### config.mk
export PLATFORM = sky130hd
export DESIGN_NAME = poly_fg_keygen_seq
export DESIGN_NICKNAME = d
export VERILOG_FILES = /design/src/rtl/poly_fg_keygen_seq.sv
export SDC_FILE = /design/constraint.sdc
export NUM_CORES = 1
export LEC_CHECK = 0
export CAP_MARGIN = 20
export CORE_ASPECT_RATIO = 0.75
export CORE_MARGIN = 1
export CORE_UTILIZATION = 43
export CTS_BUF_LIST = sky130_fd_sc_hd__clkbuf_8
export CTS_CLUSTER_DIAMETER = 150
export DETAILED_ROUTE_END_ITERATION = 16
export GPL_TIMING_DRIVEN = 0
export PLACE_DENSITY = 0.77
export SKIP_CTS_REPAIR_TIMING = 1
export SYNTH_ARGS = -nofsm -noshare
export SYNTH_HDL_FRONTEND = slang
export SYNTH_SLANG_ARGS = --single-unit
### constraint.sdc
create_clock -name clk -period 1.7 [get_ports clk]
set_input_delay 0.34 -clock clk [delete_from_list [all_inputs] [get_ports clk]]
set_output_delay 0.34 -clock clk [all_outputs]
set_load 0.01 [all_outputs]
### src/rtl/poly_fg_keygen_seq.sv
// poly_fg_keygen_seq
// Drives the shared Gaussian sampler twice per key attempt (f, then g),
// streams each accepted coefficient to the coefficient buffer and, when
// POLY_FG_SEQ_NORM_CHECK_EN is defined, accumulates ||f||^2 + ||g||^2 and
// rejects/restarts the attempt when the norm reaches NORM_BOUND.
// Without the macro, CHECK always accepts and retry_cnt is tied to 0.
//
// Handshake: the sampler offers a coefficient with smp_valid; every cycle
// in GEN_F/GEN_G with smp_valid high is an accept (there is no ready
// back-pressure, gen_ena is the only flow control toward the sampler).
module poly_fg_keygen_seq #(
  parameter int LOGN       = 9,
  parameter int NORM_BOUND = 16823
) (
  input  logic            clk,
  input  logic            rst,
  input  logic            start,
  input  logic            abort,
  output logic            gen_ena,
  input  logic            smp_valid,
  input  logic [7:0]      smp,
  output logic            wr_en,
  output logic            wr_sel,
  output logic [LOGN-1:0] wr_addr,
  output logic [7:0]      wr_data,
  output logic            busy,
  output logic            done,
  output logic [7:0]      retry_cnt,
  output logic [2:0]      dbg_state
);

  typedef enum logic [2:0] {
    S_IDLE  = 3'd0,
    S_GEN_F = 3'd1,
    S_GAP   = 3'd2,
    S_GEN_G = 3'd3,
    S_CHECK = 3'd4,
    S_DONE  = 3'd5
  } state_t;

  state_t          state_q, state_d;
  logic [LOGN-1:0] idx_q;
  logic            gap_to_g_q;   // 1: GAP returns to GEN_G, 0: GAP returns to GEN_F
  logic            accept;
  logic            last_idx;
  logic            start_go;
  logic            norm_ok;
  logic            gen_ena_d, done_d, wr_en_d;

  assign accept   = ((state_q == S_GEN_F) || (state_q == S_GEN_G)) && smp_valid;
  assign last_idx = &idx_q;
  assign start_go = (state_q == S_IDLE) && start && !abort;
  assign dbg_state = state_q;

`ifdef POLY_FG_SEQ_NORM_CHECK_EN
  logic [24:0] acc_q;
  logic [7:0]  retry_q;
  logic [7:0]  smp_mag;
  logic [15:0] smp_sq;

  // Magnitude of the signed sample; -128 maps to 128, so the square is at most 16384
  assign smp_mag   = smp[7] ? (8'd0 - smp) : smp;
  assign smp_sq    = 16'(smp_mag) * 16'(smp_mag);
  assign norm_ok   = (acc_q < 25'(NORM_BOUND));
  assign retry_cnt = retry_q;

  // Norm accumulator and saturating reject counter
  always_ff @(posedge clk or posedge rst) begin
    if (rst) begin
      acc_q   <= '0;
      retry_q <= '0;
    end else if (start_go) begin
      acc_q   <= '0;
      retry_q <= '0;
    end else if ((state_q == S_CHECK) && !norm_ok && !abort) begin
      acc_q   <= '0;
      retry_q <= (retry_q == 8'hFF) ? retry_q : retry_q + 8'd1;
    end else if (accept) begin
      acc_q   <= acc_q + 25'(smp_sq);
    end
  end
`else
  assign norm_ok   = 1'b1;
  assign retry_cnt = 8'd0;
`endif

  // State register
  always_ff @(posedge clk or posedge rst) begin
    if (rst) state_q <= S_IDLE;
    else     state_q <= state_d;
  end

  // Next-state logic; abort overrides every transition
  always_comb begin
    state_d = state_q;
    if (abort) begin
      state_d = S_IDLE;
    end else begin
      case (state_q)
        S_IDLE:  if (start) state_d = S_GEN_F;
        S_GEN_F: if (accept && last_idx) state_d = S_GAP;
        S_GAP:   state_d = gap_to_g_q ? S_GEN_G : S_GEN_F;
        S_GEN_G: if (accept && last_idx) state_d = S_CHECK;
        S_CHECK: state_d = norm_ok ? S_DONE : S_GAP;
        S_DONE:  state_d = S_IDLE;
        default: state_d = S_IDLE;
      endcase
    end
  end

  // Output decode; strobes are derived from the next state and registered below
  always_comb begin
    busy      = (state_q != S_IDLE);
    gen_ena_d = (state_d == S_GEN_F) || (state_d == S_GEN_G);
    done_d    = (state_d == S_DONE);
    wr_en_d   = accept && !abort;
  end

  // Registered outputs toward the sampler and the coefficient buffer
  always_ff @(posedge clk or posedge rst) begin
    if (rst) begin
      gen_ena <= 1'b0;
      done    <= 1'b0;
      wr_en   <= 1'b0;
      wr_sel  <= 1'b0;
      wr_addr <= '0;
      wr_data <= '0;
    end else begin
      gen_ena <= gen_ena_d;
      done    <= done_d;
      wr_en   <= wr_en_d;
      if (accept) begin
        wr_sel  <= (state_q == S_GEN_G);
        wr_addr <= idx_q;
        wr_data <= smp;
      end
    end
  end

  // Coefficient index (wraps naturally at n-1) and GAP return target
  always_ff @(posedge clk or posedge rst) begin
    if (rst) begin
      idx_q      <= '0;
      gap_to_g_q <= 1'b0;
    end else begin
      if (start_go)    idx_q <= '0;
      else if (accept) idx_q <= idx_q + 1'b1;

      if ((state_q == S_GEN_F) && accept && last_idx && !abort) gap_to_g_q <= 1'b1;
      else if ((state_q == S_CHECK) && !abort)                  gap_to_g_q <= 1'b0;
    end
  end

endmodule

==> summary.txt, run 1 <==
Run status
  – Status: finished with violations
  – Violated checks: setup timing

Yosys
  – Ys flop type: dfrtp_1
  – Post-synthesis adder-cell area fraction: 1.68%
  – Yosys cell types: 29
  – Async set-or-reset flop fraction in the synthesized netlist: 100%
  – Syn Area/Cell: ~12 um2
  – Post-synth top area share: 57.0%
  – Post-synth EDFFs: 0
  – Seq/Total Area, Yosys: a little under three fifths
  – Ranking of synthesized cells by area: dfrtp_1 57%, mux2_2 14%, buf_4 4.0%, nor2_1 2.3%, a21oi_1 2.0%
  – Ys Warns: 0
  – Simple-Gate Fraction of Synth Area: 12.6%
  – Synth Area in Compound Gates: under 10%
  – Synth Area in XOR/XNOR: 1.17%
  – Area leader, netlist: dfrtp_1
  – FF+latch count, synth: 34
  – Cells after synthesis: roughly 120
  – Post-synthesis mux area share: 14.9%
  – Largest family of logic cells by synthesized area: multiplexers
  – Post-synth design cell area: 1490 um2

Final layout
  – Filler cell count: roughly 230
  – Antenna diode count: 0
  – Multi-input logic area: around 650 um2
  – FF/Latch Area: 855 um2
  – Layout area overhead: 47.9%
  – Nets@finish: 196
  – Layout cells sized above 1: 31.3%
  – Final Cell Area: approximately 2200 um2

Detailed routing
  – Post-Route WL: 3310 um
  – WL per Instance: roughly 15 um
  – DR iter-0 viols: 70
  – Final ANT Viol Nets: 0
  – Via count: around 1100
  – DRC violations left: 0
  – 1st-pass router iterations: 4
  – Avg Vias per Cell: roughly 5.1

Die
  – Starting density of the core: 45.1%
  – Die area: 3720 um2
  – Number of I/O pins: 46
  – Die H: 53.0 um
  – Core Area: 3310 um2
  – Die W: around 70 um
  – Num rows: 18

Timing
  – Slew HR: 59.0%
  – Measured slew at the worst slew-check pin: 614 ps
  – Worst setup margin: -15.9 ps
  – Maximum operating frequency: between 0.5 and 0.6 GHz
  – Final period util: 101%
  – RSZ-0062 raised after global routing: yes
  – Final setup TNS: -15.9 ps
  – Layout Skew: 3.53 ps
  – Final Max Tran Viols: 0
  – Post-layout min period: 1720 ps
  – Final Hold Fails: 0
  – Final setup violation count: 1

Job
  – Max cap viols: 0

Global route
  – GRT overflow: 0
  – Initial antenna violation count: 0
  – Total GRT Usage: between 10% and 20%
  – Vias in the first global route: 1062
  – First-pass GRT wire length: 4850 um
  – Largest net degree at the start of global routing: 22

Worst setup path
  – CP arrival: 1920 ps
  – Reg2reg setup slack: -20 ps
  – R2r startpoint: idx_q[1]
  – Crit path launch type: register
  – Endpoint class of the critical path: register
  – Worst r2r dst: dbg_state[1]
  – Critical path class: register to register
  – Worst endpoint required time: 1900 ps
  – Worst Reg2Reg Path Length in Cells: 7
  – CP max FO: 5

Place
  – DP Area: 1970 um2
  – GP Congestion: roughly 0.8
  – Worst slack, placed: -263 ps
  – Port-buffer cells: 37
  – DP HPWL: 2150 um

Clock tree
  – Clk_lat worst skew: 290 ps
  – Root buffer cell: clkbuf_8
  – Number of buffers created by CTS: 5
  – Clock tree buffer depth: 2
  – CTS tree: yes
  – H-tree Lvls: 2
  – Clk slew on worst S/H paths: 70 ps
  – Clock sinks: 34

Power
  – Pleak: slightly above 0.001 uW
  – Power per cell area: 970 nW/um2
  – Total power: 2140 uW
  – Peak supply drop: 0.581 mV

Min path
  – Worst Hold Class: input pin to async pin
==> power breakdown <==
part           switching (uW)  total (uW)  internal, uW  leakage [uW]
Sequential               72.6         975           902      0.000445
Combinational             188         476           289      0.000510
Clock                     284         693           409     0.0000575
Total                     544        2140          1600       0.00101
==> metrics by stage <==
stage,std cells,utilization (%),hold WS [ps]
finish,222,66.7,425
CTS,215,62.8,441
floorplan,129,-,403
detailed placement,207,59.4,478
global placement,206,58.6,472
global route,222,66.7,458
==> worst max path at each step <==
stage / start / to / cells past startpoint
finish: idx_q[1] / dbg_state[1] / 7
floorplan: idx_q[0] / dbg_state[1] / 7
global route: idx_q[1] / dbg_state[1] / 7
CTS: idx_q[0] / dbg_state[1] / 7
detailed placement: idx_q[0] / dbg_state[1] / 7
global placement: idx_q[0] / dbg_state[1] / 7
==> layout make-up <==
class / count / area share (%)
clock buffers: 8 / 4.98
repair buffers: 45 / 20.5
multi-input cells: 80 / 29.2
plain buffers: 12 / 3.85
well taps: 40 / 2.27
inverters: 3 / 0.510
flip-flops and latches: 34 / 38.7
==> cells in the final DEF, fill, tap and decap left out, types with 2 or more instances in the layout <==
master            n
clkdlybuf4s50_1  36
dfrtp_1          31
mux2_2           17
buf_4            15
conb_1            8
clkbuf_8          8
nor2_1            7
a21oi_1           6
nand2_1           5
o21ai_0           4
inv_1             3
o31ai_1           3
or4_1             3
dfrtp_2           3
buf_2             2
nand3_1           2
or3_1             2
nor2_4            2
mux2i_1           2
nand4_1           2
xor2_1            2
ha_4              2
==> critical path, cell delays in order, from the launching register on <==
cell and delay, ps:
dfrtp_1 430, ha_4 180, nand3_4 90, nor2_4 120
ha_4 140, and3_4 180, mux2_4 320, nor3_4 170
==> state kept, by name, indices dropped and copies added, names as in the netlist <==
register and cells:
done 1, gap_to_g_q 1, dbg_state 3, gen_ena 1
wr_data 8, wr_addr 9, wr_sel 1, wr_en 1
idx_q 9
==> cells in the mapped netlist (2+ instances only) <==
master / instances
o31ai_1: 3
nor3_1: 2
mux2i_1: 2
nand3_1: 3
ha_1: 2
a21oi_1: 6
buf_4: 8
buf_2: 2
nand4_1: 2
o21ai_0: 4
nand2_1: 5
dfrtp_1: 34
or4_1: 3
inv_1: 3
and3_1: 2
xor2_1: 2
mux2_2: 18
or3_1: 2
nor2_1: 9
==> per-layer routing <==
metal | up-vias | global-route usage [%] | part of all wire [%]
met5 | - | 0 | 0
met4 | 0 | 11.7 | 2.2
met3 | 7 | 5.90 | 3.8
met2 | 34 | 27.6 | 52
met1 | 571 | 22.1 | 42
li1 | 531 | - | -
==> logic make-up after synthesis <==
| group | Yosys count |
|---|---|
| multiplexers | 20 |
| flip-flops | 34 |
| buffers and inverters | 15 |
| other | 1 |
| XOR/XNOR | 2 |
| AND/OR/NAND/NOR | 33 |
| AO/OA/AOI/OAI | 15 |
| adder cells (fa/ha/maj) | 2 |
Note: power is estimated with default switching activity, not from simulation.
==> inputs of run 2 (changes only) <==
Settings changed: CELL_PAD_IN_SITES_DETAIL_PLACEMENT from default to 1, CELL_PAD_IN_SITES_GLOBAL_PLACEMENT from default to 1, CORE_UTILIZATION 43 to 34, PLACE_DENSITY 0.77 to default, PLACE_DENSITY_LB_ADDON from default to 0.1.
==> run 2 against run 1 <==
  * The run still ends with setup timing left
  * Register-to-register slack lost 70 ps
  * Sequential cell count is the same
  * Global-route usage shrank 1.5 points
  * Critical path depth shrank 1
  * Cell count grew 8.6%
  * Utilization shrank 12 points
  * Power shrank 5.9%
  * Highest routed layer unchanged
==> summary.txt, run 2 (synthesis results as in run 1) <==
Run status
  – Status: finished with violations (unchanged)
  – Violated checks: setup timing (unchanged)

Timing
  – Maximum operating frequency: 0.559 GHz (was 0.583 GHz)
  – Final setup violation count: 3 (was 1)
  – Hold Slack: 489 ps (was 425 ps)
  – Post-layout min period: 1790 ps (was 1720 ps)
  – Worst setup margin: -90.1 ps (was -15.9 ps)
  – Final Max Tran Viols: 0 (unchanged)
  – Layout Skew: 4.84 ps (was 3.53 ps)
  – Final period util: 105% (was 101%)
  – Measured slew at the worst slew-check pin: 745 ps (was 614 ps)
  – Slew HR: 50.3% (was 59.0%)
  – RSZ-0062 raised after global routing: yes (unchanged)
  – Final Hold Fails: 0 (unchanged)

Worst setup path
  – CP max FO: 4 (was 5)
  – Worst endpoint required time: 1800 ps (was 1900 ps)
  – CP arrival: 1890 ps (was 1920 ps)
  – Critical path class: register to register (unchanged)
  – Endpoint class of the critical path: register (unchanged)
  – Crit path launch type: register (unchanged)

Global route
  – Met2 Use GR: 26.7% (was 27.6%)
  – Largest net degree at the start of global routing: 19 (was 22)
  – First-pass GRT wire length: 5600 um (was 4850 um)
  – GRT overflow: 0 (unchanged)
  – Total GRT Usage: 16.5% (was 18.0%)
  – Initial antenna violation count: 0 (unchanged)
  – Gr busiest metal: met2 (unchanged)
  – GR Layer Usage met1: 19.6% (was 22.1%)
  – Met3 Use GR: 6.15% (was 5.90%)
  – Vias in the first global route: 1156 (was 1062)

Die
  – Num rows: 20 (was 18)
  – Core Area: 4130 um2 (was 3310 um2)
  – Die area: 4670 um2 (was 3720 um2)
  – Die H: 59.4 um (was 53.0 um)
  – Number of I/O pins: 46 (unchanged)
  – Die W: 78.5 um (was 70.1 um)
  – Starting density of the core: 36.2% (was 45.1%)

Final layout
  – Nets@finish: 202 (was 196)
  – Largest regs: idx_q: 9 flops, wr_addr: 9 flops, wr_data: 8 flops (unchanged)
  – Layout cells sized above 1: 32.8% (was 31.3%)
  – Most frequent cells in the layout: 35 x clkdlybuf4s50_1, 31 x dfrtp_1, 21 x buf_4 (was 36 x clkdlybuf4s50_1, 31 x dfrtp_1, 17 x mux2_2)
  – Layout area overhead: 49.9% (was 47.9%)
  – Antenna diode count: 0 (unchanged)
  – Final Cell Area: 2240 um2 (was 2210 um2)
  – Commonest non-fill, non-tap cell in the layout: clkdlybuf4s50_1 (unchanged)

Clock tree
  – Root buffer cell: clkbuf_8 (unchanged)
  – Number of buffers created by CTS: 5 (unchanged)
  – Clk_lat worst skew: 280 ps (was 290 ps)
  – H-tree Lvls: 2 (unchanged)
  – CTS tree: yes (unchanged)
  – Clock sinks: 34 (unchanged)
  – Clock tree buffer depth: 2 (unchanged)
  – Clk slew on worst S/H paths: 70 ps (about the same)

Detailed routing
  – 1st-pass router iterations: 4 (unchanged)
  – Post-Route WL: 3790 um (was 3310 um)
  – Avg Vias per Cell: 4.91 (was 5.15)
  – WL per Instance: 15.7 um (was 14.9 um)
  – DRC violations left: 0 (unchanged)
  – Final ANT Viol Nets: 0 (unchanged)
  – Via count: 1184 (was 1143)
  – DR iter-0 viols: 36 (was 70)

Place
  – DP HPWL: 2520 um (was 2150 um)
  – DP Area: 1990 um2 (was 1970 um2)
  – GP Congestion: 0.704 (was 0.805)
  – Worst slack, placed: -333 ps (was -263 ps)
  – Port-buffer cells: 37 (unchanged)

Power
  – Total power: 2020 uW (was 2140 uW)
  – Peak supply drop: 0.618 mV (was 0.581 mV)
  – Power per cell area: 900 nW/um2 (was 970 nW/um2)
  – Pleak: 0.00105 uW (was 0.00101 uW)

Job
  – Max cap viols: 0 (unchanged)

Min path
  – Worst Hold Class: input pin to async pin (unchanged)
==> run 2: cell count changes in the layout (fill, tap and decap cells not counted), sizes merged <==
cell | before | now
buf | 19 | 25
clkbuf | 9 | 7
clkdlybuf4s50 | 36 | 35
dlymetal6s2s | 1 | 2
==> run 2: power breakdown <==
group,internal (uW),switching (uW)
combinational,278,190
clock,312,270
sequential,902,65.1
==> run 2: path summary, 6_finish.rpt <==
kind                          start      endpoint  slack (ps)  cells after the start
hold reg to reg              wr_sel        wr_sel         490                      2
setup / recovery           idx_q[1]  dbg_state[0]         -90                      6
max in group asynchronous       rst  dbg_state[1]         660                      3
min in group clk             wr_sel        wr_sel         490                      2
hold / removal                  rst    wr_data[5]         490                      2
setup reg to reg           idx_q[1]  dbg_state[0]         -90                      6
==> run 2: cell type report <==
type,instances,area [um2]
Buffer,12,85.1
Multi-Input combinational cell,80,637
Clock buffer,6,82.6
Tap cell,55,68.8
Sequential cell,34,855
Fill cell,451,1890
Timing Repair Buffer,51,500
Inverter,3,11.3
==> run 2: per-layer routing <==
layer / up-vias / part of all wire (%)
li1: 546 / -
met2: 37 / 51
met3: 11 / 5.4
met4: 0 / 2.9
met1: 590 / 41
met5: - / 0
==> run 2: stage by stage <==
stage	TNS [ps]	std cells	utilization, %
floorplan	0	129	-
global placement	-7220	221	47.5
detailed placement	-1990	222	48.1
CTS	-1110	228	50.1
global route	-419	241	54.2
finish	-206	241	54.2
==> run 2: worst max-delay path, stage by stage, from the launching register on <==
cell and delay [ps]:
dfrtp_1 420, ha_2 230, nand3_4 100, nor2_4 40
ha_4 150, and3_4 190, a2111oi_1 480
